File: src/rtl/snn_ctrl_pkg.sv
// Shared types and constants for the SNN evaluation-window controller.
// Holds the FSM encoding, the steering decision codes and counter widths.
package snn_ctrl_pkg;

    localparam int SENS_W = 12;
    localparam int CNT_W  = 8;

    typedef enum logic [2:0] {
        ST_IDLE,
        ST_CLEAR,
        ST_WAIT_SENS,
        ST_RUN,
        ST_FLUSH,
        ST_REPORT
    } state_t;

    typedef enum logic [1:0] {
        DEC_NONE  = 2'b00,
        DEC_LEFT  = 2'b01,
        DEC_RIGHT = 2'b10,
        DEC_TIE   = 2'b11
    } dec_t;

    function automatic dec_t decide(input logic [CNT_W-1:0] l,
                                    input logic [CNT_W-1:0] r);
        if (l > r)
            return DEC_LEFT;
        else if (r > l)
            return DEC_RIGHT;
        else if (l != '0)
            return DEC_TIE;
        else
            return DEC_NONE;
    endfunction

endpackage

File: src/rtl/snn_spike_cnt.sv
// Saturating spike counter with synchronous clear.
// Exposes its next value so the decision can be formed on the final edge.
module snn_spike_cnt
    import snn_ctrl_pkg::*;
(
    input  logic             clk,
    input  logic             rst,
    input  logic             clr_i,
    input  logic             inc_i,
    output logic [CNT_W-1:0] cnt_o,
    output logic [CNT_W-1:0] cnt_d_o
);

    logic [CNT_W-1:0] cnt_q;
    logic [CNT_W-1:0] cnt_d;

    always_comb begin
        cnt_d = cnt_q;
        if (clr_i)
            cnt_d = '0;
        else if (inc_i && (cnt_q != '1))
            cnt_d = cnt_q + 1'b1;
    end

    always_ff @(posedge clk or posedge rst) begin
        if (rst)
            cnt_q <= '0;
        else
            cnt_q <= cnt_d;
    end

    assign cnt_o   = cnt_q;
    assign cnt_d_o = cnt_d;

endmodule

File: src/rtl/snn_window_ctrl.sv
// Sequences one SNN evaluation window: clear, sensor latch, run, flush,
// then reports qualified left/right spike counts and a steering decision.
module snn_window_ctrl
    import snn_ctrl_pkg::*;
#(
    parameter int WINDOW     = 16,
    parameter int CLR_CYCLES = 2,
    parameter int PIPE_LAT   = 2
) (
    input  logic              clk,
    input  logic              rst,
    input  logic              start,
    input  logic              abort,
    input  logic              sens_valid,
    input  logic [SENS_W-1:0] sens_fl_i,
    input  logic [SENS_W-1:0] sens_ml_i,
    input  logic [SENS_W-1:0] sens_mr_i,
    input  logic [SENS_W-1:0] sens_fr_i,
    input  logic [1:0]        out_spike,
    output logic              snn_en,
    output logic              snn_clr,
    output logic [SENS_W-1:0] sens_fl_o,
    output logic [SENS_W-1:0] sens_ml_o,
    output logic [SENS_W-1:0] sens_mr_o,
    output logic [SENS_W-1:0] sens_fr_o,
    output logic              busy,
    output logic              done,
    output logic [CNT_W-1:0]  cnt_l,
    output logic [CNT_W-1:0]  cnt_r,
    output logic [1:0]        decision
);

    localparam logic [7:0] RUN_LAST   = 8'(WINDOW - 1);
    localparam logic [3:0] CLR_LAST   = 4'(CLR_CYCLES - 1);
    localparam logic [2:0] FLUSH_LAST = 3'(PIPE_LAT - 1);

    state_t            state_q;
    logic [7:0]        run_q;
    logic [3:0]        clr_cnt_q;
    logic [2:0]        flush_q;
    logic              en_q;
    logic              clr_q;
    logic              done_q;
    dec_t              dec_q;
    logic [SENS_W-1:0] fl_q;
    logic [SENS_W-1:0] ml_q;
    logic [SENS_W-1:0] mr_q;
    logic [SENS_W-1:0] fr_q;
    logic [PIPE_LAT-1:0] dly_q;
    logic [PIPE_LAT-1:0] dly_d;

    logic             en_dly;
    logic             cnt_clr;
    logic [CNT_W-1:0] cnt_l_d;
    logic [CNT_W-1:0] cnt_r_d;

    if (PIPE_LAT == 1) begin : g_dly1
        assign dly_d = en_q;
    end else begin : g_dlyn
        assign dly_d = {dly_q[PIPE_LAT-2:0], en_q};
    end

    // Spikes only count once the enable has crossed the network pipeline.
    assign en_dly  = dly_q[PIPE_LAT-1];
    assign cnt_clr = (state_q == ST_IDLE) && start;

    snn_spike_cnt u_cnt_l (
        .clk     (clk),
        .rst     (rst),
        .clr_i   (cnt_clr),
        .inc_i   (en_dly & out_spike[0]),
        .cnt_o   (cnt_l),
        .cnt_d_o (cnt_l_d)
    );

    snn_spike_cnt u_cnt_r (
        .clk     (clk),
        .rst     (rst),
        .clr_i   (cnt_clr),
        .inc_i   (en_dly & out_spike[1]),
        .cnt_o   (cnt_r),
        .cnt_d_o (cnt_r_d)
    );

    always_ff @(posedge clk or posedge rst) begin
        if (rst) begin
            state_q   <= ST_IDLE;
            run_q     <= '0;
            clr_cnt_q <= '0;
            flush_q   <= '0;
            en_q      <= 1'b0;
            clr_q     <= 1'b0;
            done_q    <= 1'b0;
            dec_q     <= DEC_NONE;
            fl_q      <= '0;
            ml_q      <= '0;
            mr_q      <= '0;
            fr_q      <= '0;
            dly_q     <= '0;
        end else if (abort && (state_q != ST_IDLE)) begin
            state_q <= ST_IDLE;
            en_q    <= 1'b0;
            clr_q   <= 1'b0;
            done_q  <= 1'b0;
            dly_q   <= '0;
        end else begin
            dly_q  <= dly_d;
            done_q <= 1'b0;
            unique case (state_q)
                ST_IDLE: begin
                    if (start) begin
                        state_q   <= ST_CLEAR;
                        clr_q     <= 1'b1;
                        clr_cnt_q <= '0;
                        dec_q     <= DEC_NONE;
                    end
                end
                ST_CLEAR: begin
                    if (clr_cnt_q == CLR_LAST) begin
                        state_q <= ST_WAIT_SENS;
                        clr_q   <= 1'b0;
                    end else begin
                        clr_cnt_q <= clr_cnt_q + 1'b1;
                    end
                end
                ST_WAIT_SENS: begin
                    if (sens_valid) begin
                        fl_q    <= sens_fl_i;
                        ml_q    <= sens_ml_i;
                        mr_q    <= sens_mr_i;
                        fr_q    <= sens_fr_i;
                        en_q    <= 1'b1;
                        run_q   <= '0;
                        state_q <= ST_RUN;
                    end
                end
                ST_RUN: begin
                    if (run_q == RUN_LAST) begin
                        en_q    <= 1'b0;
                        flush_q <= '0;
                        state_q <= ST_FLUSH;
                    end else begin
                        run_q <= run_q + 1'b1;
                    end
                end
                ST_FLUSH: begin
                    if (flush_q == FLUSH_LAST) begin
                        state_q <= ST_REPORT;
                        done_q  <= 1'b1;
                        dec_q   <= decide(cnt_l_d, cnt_r_d);
                    end else begin
                        flush_q <= flush_q + 1'b1;
                    end
                end
                ST_REPORT: state_q <= ST_IDLE;
                default:   state_q <= ST_IDLE;
            endcase
        end
    end

    assign snn_en    = en_q;
    assign snn_clr   = clr_q;
    assign done      = done_q;
    assign busy      = (state_q != ST_IDLE);
    assign decision  = dec_q;
    assign sens_fl_o = fl_q;
    assign sens_ml_o = ml_q;
    assign sens_mr_o = mr_q;
    assign sens_fr_o = fr_q;

endmodule

File: config.mk
export PLATFORM = sky130hd
export DESIGN_NAME = snn_window_ctrl
export DESIGN_NICKNAME = d
export VERILOG_FILES = /design/src/rtl/snn_ctrl_pkg.sv /design/src/rtl/snn_spike_cnt.sv /design/src/rtl/snn_window_ctrl.sv
export SDC_FILE = /design/constraint.sdc
export NUM_CORES = 1
export LEC_CHECK = 0
export ABC_CLOCK_PERIOD_IN_PS = 3200
export CORE_MARGIN = 2
export CORE_UTILIZATION = 48
export DETAILED_ROUTE_END_ITERATION = 8
export GPL_TIMING_DRIVEN = 0
export PLACE_DENSITY = 0.81
export SETUP_SLACK_MARGIN = 0.15
export SLEW_MARGIN = 10
export SYNTH_ARGS = -nofsm -noshare
export SYNTH_HDL_FRONTEND = slang
export SYNTH_SLANG_ARGS = --single-unit
File: constraint.sdc
create_clock -name clk -period 3.2 [get_ports clk]
set_input_delay 0.64 -clock clk [delete_from_list [all_inputs] [get_ports clk]]
set_output_delay 0.64 -clock clk [all_outputs]
set_load 0.02 [all_outputs]
# Word-level counts from Yosys, hierarchy flattened
# Index checks and enable logic that the tools add are counted.
# word_totals
ff_bits	89
in_bits	55
output_inout_bits	70
# op_classes
n_addsub	5
n_lt_le_gt_ge	2
n_eq_ne	21
mux	38
bitwise	3
reduce_logical	21
# ops
op	n
8-bit 2-to-1 mux	6
8-bit by 1-bit adder with 8-bit output, second input constant	3
3-bit 2-to-1 mux	8
8-bit > comparator	2
8-bit inequality test, second input constant	2
8-bit case mux with 2 select lines	1
4-bit AND reduction	4
3-bit case mux with 5 select lines	1
2-bit inequality test, second input constant	7
2-bit 2-to-1 mux	6
3-bit inequality test, second input constant	4
1-bit 2-to-1 mux	9
3-bit AND reduction	3
3-bit nonzero test	3
8-bit by 4-bit == test with 1-bit output, second input constant	1
4-bit 2-to-1 mux	2
4-bit case mux with 2 select lines	1
2-bit nonzero test	4
8-bit nonzero test	1
3-bit by 1-bit == test with 1-bit output, second input constant	2
3-bit by 2-bit == test with 1-bit output, second input constant	2
3-bit case mux with 2 select lines	1
5-bit AND reduction	1
4-bit by 1-bit adder with 4-bit output, second input constant	1
other kinds (10)	15

# Depth between registers and ports, before layout
# Gate-level depths: netlist of run 1.
# logic_depth
ltp_word	10
mapped_depth	13
ltp_nobuf	13

# Cells and area by module
# From an unflattened synthesis of run 1, not the netlist that was laid out.
# unflattened
hier_cells	482
hier_area_um2	4388.0
# modules_own_cells
module	n_inst	cells_per_inst	area_each_um2	seq_area_each_um2
snn_window_ctrl	1	386	3392.0	1826.8
snn_spike_cnt	2	48	498.0	200.2

# Worst setup path after synthesis of run 1
# Ideal clock, no wire load.
# synth_path
path_type	reg-to-reg
start	reg u_cnt_r.cnt_q[0] (netlist: u_cnt_r.cnt_o[0])
end	reg dec_q[1] (netlist: decision[1])
arrival_time_ps	2632
slack_ps	428
path_stages_with_launch	13
cell_sequence	dfrtp_1 -> ha_1 -> nand3_1 -> o211a_1 -> nand4_1 -> or3_1 -> a21oi_1 -> ha_1 -> a21o_1 -> a21o_1 -> a21oi_1 -> a21bo_2 -> a22oi_1
# synth_via
elab_chain_cells	9
elab_cells_between_ends	11
classes_between	1 x add/sub; 2 x order compare; 1 x eq/ne; 6 x mux; 1 x reduce/logical
# synth_lines
element	line_no	source
from (decl)	snn_spike_cnt.sv:14	logic [CNT_W-1:0] cnt_q;
from (signal assigned)	snn_spike_cnt.sv:29	cnt_q <= cnt_d;
branches (longest 2 deep; another with 8-bit by 1-bit adder with 8-bit output)	n/a	
8-bit 2-to-1 mux (*)	snn_spike_cnt.sv:21	else if (inc_i && (cnt_q != '1))
8-bit 2-to-1 mux (*)	snn_spike_cnt.sv:19	if (clr_i)
named net cnt_r_d[5]	snn_window_ctrl.sv:55	logic [CNT_W-1:0] cnt_r_d;
8-bit > comparator	snn_ctrl_pkg.sv:28	else if (r > l)
2-bit 2-to-1 mux	snn_ctrl_pkg.sv:28	
2-bit 2-to-1 mux (*)	snn_ctrl_pkg.sv:26	if (l > r)
2-bit 2-to-1 mux (*)	snn_window_ctrl.sv:147	if (flush_q == FLUSH_LAST) begin
2-bit case mux with 2 select lines (*)	snn_window_ctrl.sv:109	unique case (state_q)
to (signal assigned)	snn_window_ctrl.sv:150	dec_q <= decide(cnt_l_d, cnt_r_d);
to (decl)	snn_window_ctrl.sv:44	dec_t dec_q;
# Mark *: on every way through the listed nets, which the timed path passes. The select of a mux whose other input is x is not followed.
# A chain may end at the register's enable or synchronous reset.

# Worst setup path in the final report of run 1
# layout_path
start	in out_spike[0]
end	reg dec_q[1] (netlist: decision[1])
# layout_via
elab_chain_cells	10
elab_cells_between_ends	12
classes_between	2 x order compare; 7 x mux; 1 x bitwise; 2 x reduce/logical
# layout_lines
element	line_no	source
from (decl)	snn_window_ctrl.sv:19	input logic [1:0] out_spike,
1-bit bitwise AND (*)	snn_window_ctrl.sv:71	.inc_i (en_dly & out_spike[0]),
1-bit logical AND (*)	snn_spike_cnt.sv:21	
8-bit 2-to-1 mux (*)	snn_spike_cnt.sv:21	
8-bit 2-to-1 mux (*)	snn_spike_cnt.sv:19	
named net cnt_l_d[5]	snn_window_ctrl.sv:54	logic [CNT_W-1:0] cnt_l_d;
branches (longest 3 deep; another with 8-bit > comparator)	n/a	
2-bit 2-to-1 mux (*)	snn_ctrl_pkg.sv:26	
2-bit 2-to-1 mux (*)	snn_window_ctrl.sv:147	
2-bit case mux with 2 select lines (*)	snn_window_ctrl.sv:109	
# Marks and branches as above.

==> out/metrics.csv, run 1 <==
metric,value,unit
mostFrequentLayoutCells,"clkdlybuf4s50_1 (123), dfrtp_1 (88), mux2_2 (49)",
core,8636,um^2
worst_r2r_endpoint,decision[1],
crit_type,in -> reg,
slew_headroom,0.6521,
finalPower,0.004525,W
synth-seq-area-share,0.5246,
grt_pass1_vias,3312,
dr.pass1.iters,4,
track_usage,0.2004,
syn_avg_cell_area,11.76,um^2
holdBufCountCts,0,
synth_top_family_by_area,simple AND/OR/NAND/NOR gates,
port_buffers,124,
outcome,"finished, final reports clean",
reg2reg_from,state_q[1],
die_y,98.05,um
clockBufferDepth,2,
r2r_slack,0.36,ns
slew_viol_final,0,
hp-start,dly_q[0],
finalNetCount,571,
antenna_cells,0,
cts_buffers,9,
io_pins,125,
syn_nets,431,
irDropWorstVdd,0.5098,mV
endpoint_kind,flip-flop,
ff2ff_path_depth,12,
wire_per_inst,15.39,um
vias,3276,
viasPerCell,5.336,
cts_root_buffer,clkbuf_8,
synth_edf_count,0,
finalSetupViolCount,0,
start_kind,primary input,
insertion_delay,0.35,ns
cts.sinks,89,
synth_compound_area_frac,0.09225,
critPathRequiredTime,3.42,ns
syn_inst,361,
grt_start_max_net_pins,64,
die_w,98.05,um
worst_slew_pin_slew,0.5210,ns
synth_adder_area_share,0.04657,
async_flop_share,1.000,
rows,34,
leakagePower,2.597,nW
min_to,dly_q[1],
skew,0.01198,ns
yosysWarnings,0,
final_common_cell,clkdlybuf4s50_1,
hold_violations,0,
hold_path_depth,1,
ys.flop_type,dfrtp_1,
start_util,0.4916,
drive_gt1_frac,0.2055,
worstPathArrival,3.11,ns
drt-total-wl,9.450,mm
drc,0,
ys_ff_latch,89,
setup_tns,0,ns
grt_pass1_wl,15.57,mm
rsz0062_at_grt,false,
synth-simple-area-share,0.1391,
htree_num_levels,3,
syn_area,4245,um^2
synth_top_area_share,0.5246,
finalCritPeriodShare,0.9034,
synthXorXnorAreaFrac,0.03095,
gp_congestion,0.8096,
drt-initial-drc-count,161,
max_freq,0.3459,GHz
die-area,9613,um^2
yosys-mux-area-fraction,0.1370,
powerDensity,767.2,nW/um^2
yosys.area.top_type,dfrtp_1,
grt_antenna_before_repair,0,
clk_pin_slew,0.09,ns
grt_remaining_overflow,0,
hold_class,reg -> reg,
ant_nets,0,
netlist-cell-type-count,60,
area_growth,38.93,%
hpwl,7.045,mm
ys_top_cells_by_area,"dfrtp_1 (52%), mux2_2 (13%), ha_1 (4.4%)",
fin_crit,2.891,ns
tritoncts,built,
cp_max_fo,6,
drv_cap,0,
[power by group]
part / total, W / switching (W) / leakage [nW] / internal, W
clock: 0.000774 / 0.000410 / 0.0929 / 0.000364
combinational: 0.00203 / 0.000973 / 1.36 / 0.00106
sequential: 0.00172 / 0.000226 / 1.15 / 0.00149
[cell usage after synthesis, types with 2 or more instances]
cell type,number
dfrtp_1,89
mux2_2,49
nor2_1,25
nand2_1,20
ha_1,15
inv_1,15
o21ai_0,15
nand4_1,13
xor2_1,13
buf_2,7
nand3_1,7
a21o_1,5
a21oi_1,5
and3_1,4
o22ai_1,4
or3_1,4
a31oi_1,3
and2_1,3
mux2i_1,3
nand2b_1,3
nor3_1,3
o211ai_1,3
o21a_1,3
or2_2,3
a21bo_2,2
a22o_1,2
and4_1,2
buf_1,2
buf_6,2
nand4b_1,2
nor2b_1,2
nor3b_1,2
nor4_2,2
or4b_2,2
xnor2_1,2
[sequential cells by signal (all words and copies together), names as in the netlist, 2 cells and up]
signal / cells
sens_mr_o: 12
run_q: 8
dly_q: 2
u_cnt_l.cnt_o: 8
sens_fl_o: 12
state_q: 3
sens_fr_o: 12
decision: 2
sens_ml_o: 12
u_cnt_r.cnt_o: 8
clr_cnt_q: 4
flush_q: 3
[per-layer routing]
metal / global-route usage / part of all wire / vias up
li1: - / - / 1576
met1: 0.2518 / 0.42 / 1581
met2: 0.3267 / 0.49 / 104
met3: 0.05154 / 0.061 / 15
met4: 0.09188 / 0.022 / 0
met5: 0 / 0 / -
[timing repair]
action                     CTS  global route
pin swaps                    0             2
gates resized for setup      2             5
setup endpoints to repair    2             2
setup buffers                1             3
[stage by stage]
step                hold slack, ns  std cells  cell area, um^2  setup slack [ns]  utilization
floorplan                   0.4277        361             4245            0.2531            -
global placement            0.4571        593             5622            -1.146       0.6510
detailed placement          0.4571        594             5652           -0.3497       0.6544
CTS                         0.4783        611             5854            0.2200       0.6779
global route                0.5202        614             5898            0.1655       0.6830
finish                      0.4760        614             5898            0.3090       0.6830
[how the worst max path moves through the flow]
stage | startpoint | to | slack [ns]
2_1_floorplan | rst | clr_cnt_q[0] | 0.25
3_3_place_gp | rst | sens_fr_o[7] | -1.15
3_5_place_dp | start | decision[1] | -0.35
4_1_cts | start | decision[1] | 0.22
5_1_grt | u_cnt_r.cnt_o[0] | decision[1] | 0.17
6_report | out_spike[0] | decision[1] | 0.31
[worst max-delay path: stages]
cell	delay, ns
dlygate4sd2_1	0.32
and4_1	0.25
nand2_2	0.09
or4_4	0.50
a21oi_4	0.20
inv_1	0.07
ha_1	0.31
a21o_1	0.18
a21o_1	0.18
a21oi_2	0.16
a21bo_2	0.14
a22oi_1	0.07
[kinds of logic (layout without fill, tap and decap cells)]
logic type / count (synthesis) / in the layout
compound gates: 56 / 56
xor+xnor: 15 / 15
fa+ha+maj: 16 / 16
buf+inv: 27 / 172
flops: 89 / 89
mux: 52 / 52
simple gates: 106 / 106
[layout make-up]
cell class | instances | area, um^2
tap | 108 | 135.1
inverter | 15 | 58.81
fill | 661 | 2738
sequential | 89 | 2228
multi-input combinational | 245 | 1913
clock inverter | 6 | 67.56
timing repair buffer | 129 | 1297
buffer | 12 | 70.07
clock buffer | 10 | 127.6
Power figures use the tool's default switching activity.
==> run 2, diff against run 1 <==
Settings changed: GPL_TIMING_DRIVEN 0 to not set.
==> out/metrics.csv, run 2 (synthesis gave the netlist of run 1 again) <==
metric,value,unit,change
cpMaxStageDelayCell,clkdlybuf4s50_1,,
outcome,"finished, final reports clean",,
worst_slew_pin_slew,0.6494,ns,+0.1284 ns
io_pins,125,,unchanged
finalSetupViolCount,0,,unchanged
r2r_slack,0.37,ns,about the same
cp_max_fo,4,,-2
slowest_delay,0.47,ns,-0.03 ns
grt_pass1_wl,16.07,mm,+3.2%
vias,3326,,+1.5%
ff2ff_path_depth,13,,+1
gp_congestion,0.8852,,+9.3%
holdBufCountCts,0,,unchanged
drt-initial-drc-count,135,,-16%
fillers,646,,-2.3%
grt_start_max_net_pins,56,,-13%
min_to,dly_q[1],,
powerDensity,773.3,nW/um^2,+0.80%
hold_violations,0,,unchanged
area_growth,40.11,%,
skew,0.01632,ns,+0.004339 ns
viasPerCell,5.417,,+1.5%
slew_viol_final,0,,unchanged
clockBufferDepth,2,,unchanged
core,8636,um^2,unchanged
cts.sinks,89,,unchanged
antenna_cells,0,,unchanged
drive_gt1_frac,0.2115,,+0.005929
finalPower,0.004600,W,+1.7%
ant_nets,0,,unchanged
hold_class,reg -> reg,,
grt_antenna_before_repair,0,,unchanged
wire_per_inst,15.54,um,+0.96%
hp-start,dly_q[0],,
clk_pin_slew,0.09,ns,about the same
critPathRequiredTime,3.42,ns,about the same
crit_type,in -> reg,,
rsz0062_at_grt,false,,
grt_remaining_overflow,0,,unchanged
mostFrequentLayoutCells,"clkdlybuf4s50_1 (124), dfrtp_1 (88), mux2_2 (49)",,
cts_buffers,9,,unchanged
insertion_delay,0.35,ns,about the same
leakagePower,2.617,nW,+0.77%
slew_headroom,0.5666,,-0.08546
drv_cap,0,,unchanged
grt_pass1_vias,3346,,+1.0%
port_buffers,124,,unchanged
htree_num_levels,3,,unchanged
die_y,98.05,um,unchanged
fin_crit,2.948,ns,+0.05719 ns
rows,34,,unchanged
track_usage,0.2052,,+0.004825
start_kind,primary input,,
drc,0,,unchanged
reg2reg_from,u_cnt_l.cnt_o[0],,
final_common_cell,clkdlybuf4s50_1,,
start_util,0.4916,,unchanged
cts_root_buffer,clkbuf_8,,
tritoncts,built,,
finalCritPeriodShare,0.9213,,+0.01787
worst_slack,0.2519,ns,-0.05719 ns
drt-total-wl,9.541,mm,+0.96%
hold_path_depth,1,,unchanged
dr.pass1.iters,4,,unchanged
finalNetCount,571,,unchanged
die_w,98.05,um,unchanged
die-area,9613,um^2,unchanged
worst_r2r_endpoint,decision[1],,
max_freq,0.3392,GHz,-1.9%
hpwl,7.092,mm,+0.65%
pre_cts_slack,-0.1760,ns,+0.1737 ns
path_cells,clkdlybuf4s50_1 > and4_1 > nand2_2 > buf_4 > or3_1 > and2_0 > or2_2 > ha_1 > o21a_1 > o21bai_1 > a21bo_2 > a22oi_2,,
endpoint_kind,flip-flop,,
irDropWorstVdd,0.5500,mV,+7.9%
worstPathArrival,3.17,ns,+0.06 ns
## run 2: through the flow
stage          area [um^2]  instances  hold WS (ns)    util  TNS [ns]
2_1_floorplan         4245        361        0.4277       -         0
4_1_cts               5911        612        0.4789  0.6844         0
6_report              5948        614        0.4750  0.6888         0
3_3_place_gp          5693        596        0.4615  0.6592  -0.07217
3_5_place_dp          5693        596        0.4671  0.6592   -0.2698
5_1_grt               5948        614        0.4970  0.6888         0
## run 2: worst max-delay path, delay by kind of cell
kind	cells	cell delay, ns
simple gates	5	1.09
buf+inv	2	0.62
compound gates	4	0.50
fa+ha+maj	1	0.32
## run 2: final cells by class
| cell class | instances | area (um^2) | share of cell area |
|---|---|---|---|
| Clock buffer | 10 | 127.6 | 0.02146 |
| Clock inverter | 6 | 90.09 | 0.01515 |
| Inverter | 15 | 57.56 | 0.009676 |
| Multi-Input combinational cell | 245 | 1916 | 0.3220 |
| Sequential cell | 89 | 2228 | 0.3746 |
| Tap cell | 108 | 135.1 | 0.02272 |
| Timing Repair Buffer | 141 | 1394 | 0.2343 |
## run 2: how the worst max path moves through the flow
stage	start	end	slack, ns	cells past startpoint
6_report	out_spike[0]	decision[1]	0.25	12
3_3_place_gp	out_spike[0]	decision[1]	-0.07	12
2_1_floorplan	rst	clr_cnt_q[0]	0.25	1
3_5_place_dp	out_spike[0]	decision[1]	-0.18	12
5_1_grt	u_cnt_l.cnt_o[0]	decision[1]	0.13	13
4_1_cts	out_spike[0]	decision[1]	0.19	12
## run 2: timing repair
| item | in CTS | in global routing |
|---|---|---|
| endpoints found under the setup margin | 0 | 2 |
| setup buffers | 0 | 2 |
| gates resized for setup | 0 | 4 |
## run 2: power breakdown
part	total (W)	switching (W)	internal [W]	leakage, nW
Clock	0.000842	0.000399	0.000443	0.107
Combinational	0.00203	0.000965	0.00106	1.36
Sequential	0.00173	0.000236	0.00149	1.15
## run 2: per-layer routing
layer  GRT usage  share of wire  vias up
met2      0.3388           0.51      115
met1      0.2591           0.41     1631
met5           0              0        -
li1            -              -     1568
met4     0.08333          0.017        0
met3     0.05225          0.068       12
==> run 3, diff against run 2 <==
Settings changed: PLACE_DENSITY 0.81 to 0.79, TNS_END_PERCENT set to 50.
==> out/metrics.csv, run 3 (synthesis gave the netlist of run 1 again) <==
metric,value,unit,change
drt-initial-drc-count,137,,+1.5%
insertion_delay,0.35,ns,about the same
leakagePower,2.585,nW,-1.2%
skew,0.008811,ns,-0.007506 ns
viasPerCell,5.473,,+1.0%
area_growth,38.64,%,
vias,3344,,+0.54%
grt_remaining_overflow,0,,unchanged
fin_area,5886,um^2,-1.1%
grt_pass1_wl,15.98,mm,-0.56%
clockBufferDepth,2,,unchanged
hp-start,dly_q[0],,
wire_per_inst,15.45,um,-0.55%
rsz0062_at_grt,false,,
gp_congestion,0.8550,,-3.4%
whs,0.4703,ns,-0.004641 ns
rows,34,,unchanged
pre_cts_slack,-0.1447,ns,+0.03131 ns
start_util,0.4916,,unchanged
die_w,98.05,um,unchanged
start_kind,primary input,,
worst_slew_pin_slew,0.5431,ns,-0.1063 ns
core,8636,um^2,unchanged
outcome,"finished, final reports clean",,
max_freq,0.3335,GHz,-1.7%
io_pins,125,,unchanged
drive_gt1_frac,0.2048,,-0.006691
finalPower,0.004448,W,-3.3%
endpoint_kind,flip-flop,,
powerDensity,755.7,nW/um^2,-2.3%
r2r_slack,0.38,ns,about the same
ant_nets,0,,unchanged
grt_start_max_net_pins,90,,+61%
crit_type,in -> reg,,
die_y,98.05,um,unchanged
drv_cap,0,,unchanged
grt_antenna_before_repair,0,,unchanged
hold_path_depth,1,,unchanged
hold_class,reg -> reg,,
tritoncts,built,,
slew_viol_final,0,,unchanged
worst_r2r_endpoint,decision[1],,
clk_pin_slew,0.09,ns,about the same
htree_num_levels,3,,unchanged
finalNetCount,568,,-0.53%
track_usage,0.2053,,about the same
place_area,5678,um^2,-0.26%
min_to,dly_q[1],,
finalSetupViolCount,0,,unchanged
slew_headroom,0.6349,,+0.06834
grt_pass1_vias,3343,,-0.090%
fin_crit,2.998,ns,+0.05016 ns
cts_buffers,9,,unchanged
antenna_cells,0,,unchanged
ff2ff_path_depth,12,,-1
critPathRequiredTime,3.48,ns,+0.06 ns
worst_slack,0.2017,ns,-0.05016 ns
dr.pass1.iters,4,,unchanged
irDropWorstVdd,0.4387,mV,-20%
holdBufCountCts,0,,unchanged
drt-total-wl,9.442,mm,-1.0%
worstPathArrival,3.27,ns,+0.10 ns
hold_violations,0,,unchanged
final_common_cell,clkdlybuf4s50_1,,
cts.sinks,89,,unchanged
finalCritPeriodShare,0.9370,,+0.01567
mostFrequentLayoutCells,"clkdlybuf4s50_1 (124), dfrtp_1 (89), mux2_2 (49)",,
drc,0,,unchanged
cp_max_fo,4,,unchanged
cts_root_buffer,clkbuf_8,,
die-area,9613,um^2,unchanged
hpwl,6.890,mm,-2.8%
reg2reg_from,u_cnt_l.cnt_o[0],,
port_buffers,124,,unchanged
run 3: worst max-delay path by stage:
stage | startpoint | to | slack (ns) | cells past startpoint
final | out_spike[0] | decision[1] | 0.20 | 12
after global routing | out_spike[0] | decision[1] | 0.10 | 12
after CTS | out_spike[0] | decision[1] | 0.22 | 12
after detailed placement | out_spike[0] | decision[1] | -0.14 | 12
after global placement | out_spike[0] | decision[1] | -0.11 | 12
after floorplan | rst | clr_cnt_q[0] | 0.25 | 1
run 3: final cells by class:
cell class              count  area [um^2]
fillers                   666         2750
well taps                 108        135.1
multi-input cells         245         1913
flip-flops and latches     89         2227
repair buffers            138         1371
clock buffers              11        141.4
inverters                  15        57.56
clock inverters             5        40.04
run 3: through the flow:
| step | util | setup TNS [ns] | cells |
|---|---|---|---|
| after detailed placement | 0.6575 | -0.2032 | 594 |
| after global routing | 0.6815 | 0 | 611 |
| after CTS | 0.6785 | 0 | 610 |
| final | 0.6815 | 0 | 611 |
| after global placement | 0.6575 | -0.1358 | 594 |
| after floorplan | - | 0 | 361 |
run 3: per-layer routing:
layer  wire (um)  track usage
met1        4002       0.2659
met5           0            0
met3         568      0.04939
met4         227      0.08333
met2        4644       0.3335
run 3: what timing repair did:
action                     in CTS  in global routing
setup endpoints to repair       0                  2
buffers inserted                0                  1
resized for setup               0                  3
run 3: worst max-delay path, stage by stage:
cell and delay [ns]:
clkdlybuf4s50_1 0.49, and4_4 0.23, nand2_2 0.06, buf_4 0.15, or3_1 0.37, and2_0 0.17
or2_2 0.31, ha_4 0.27, o21a_1 0.12, o21bai_1 0.09, a21bo_2 0.20, a22oi_1 0.17
run 3: report_power, final:
group	switching (W)	internal, W	leakage, nW
logic	0.000956	0.00106	1.35
registers	0.000229	0.00149	1.15
clock network	0.000400	0.000309	0.0875
total	0.00158	0.00286	2.58
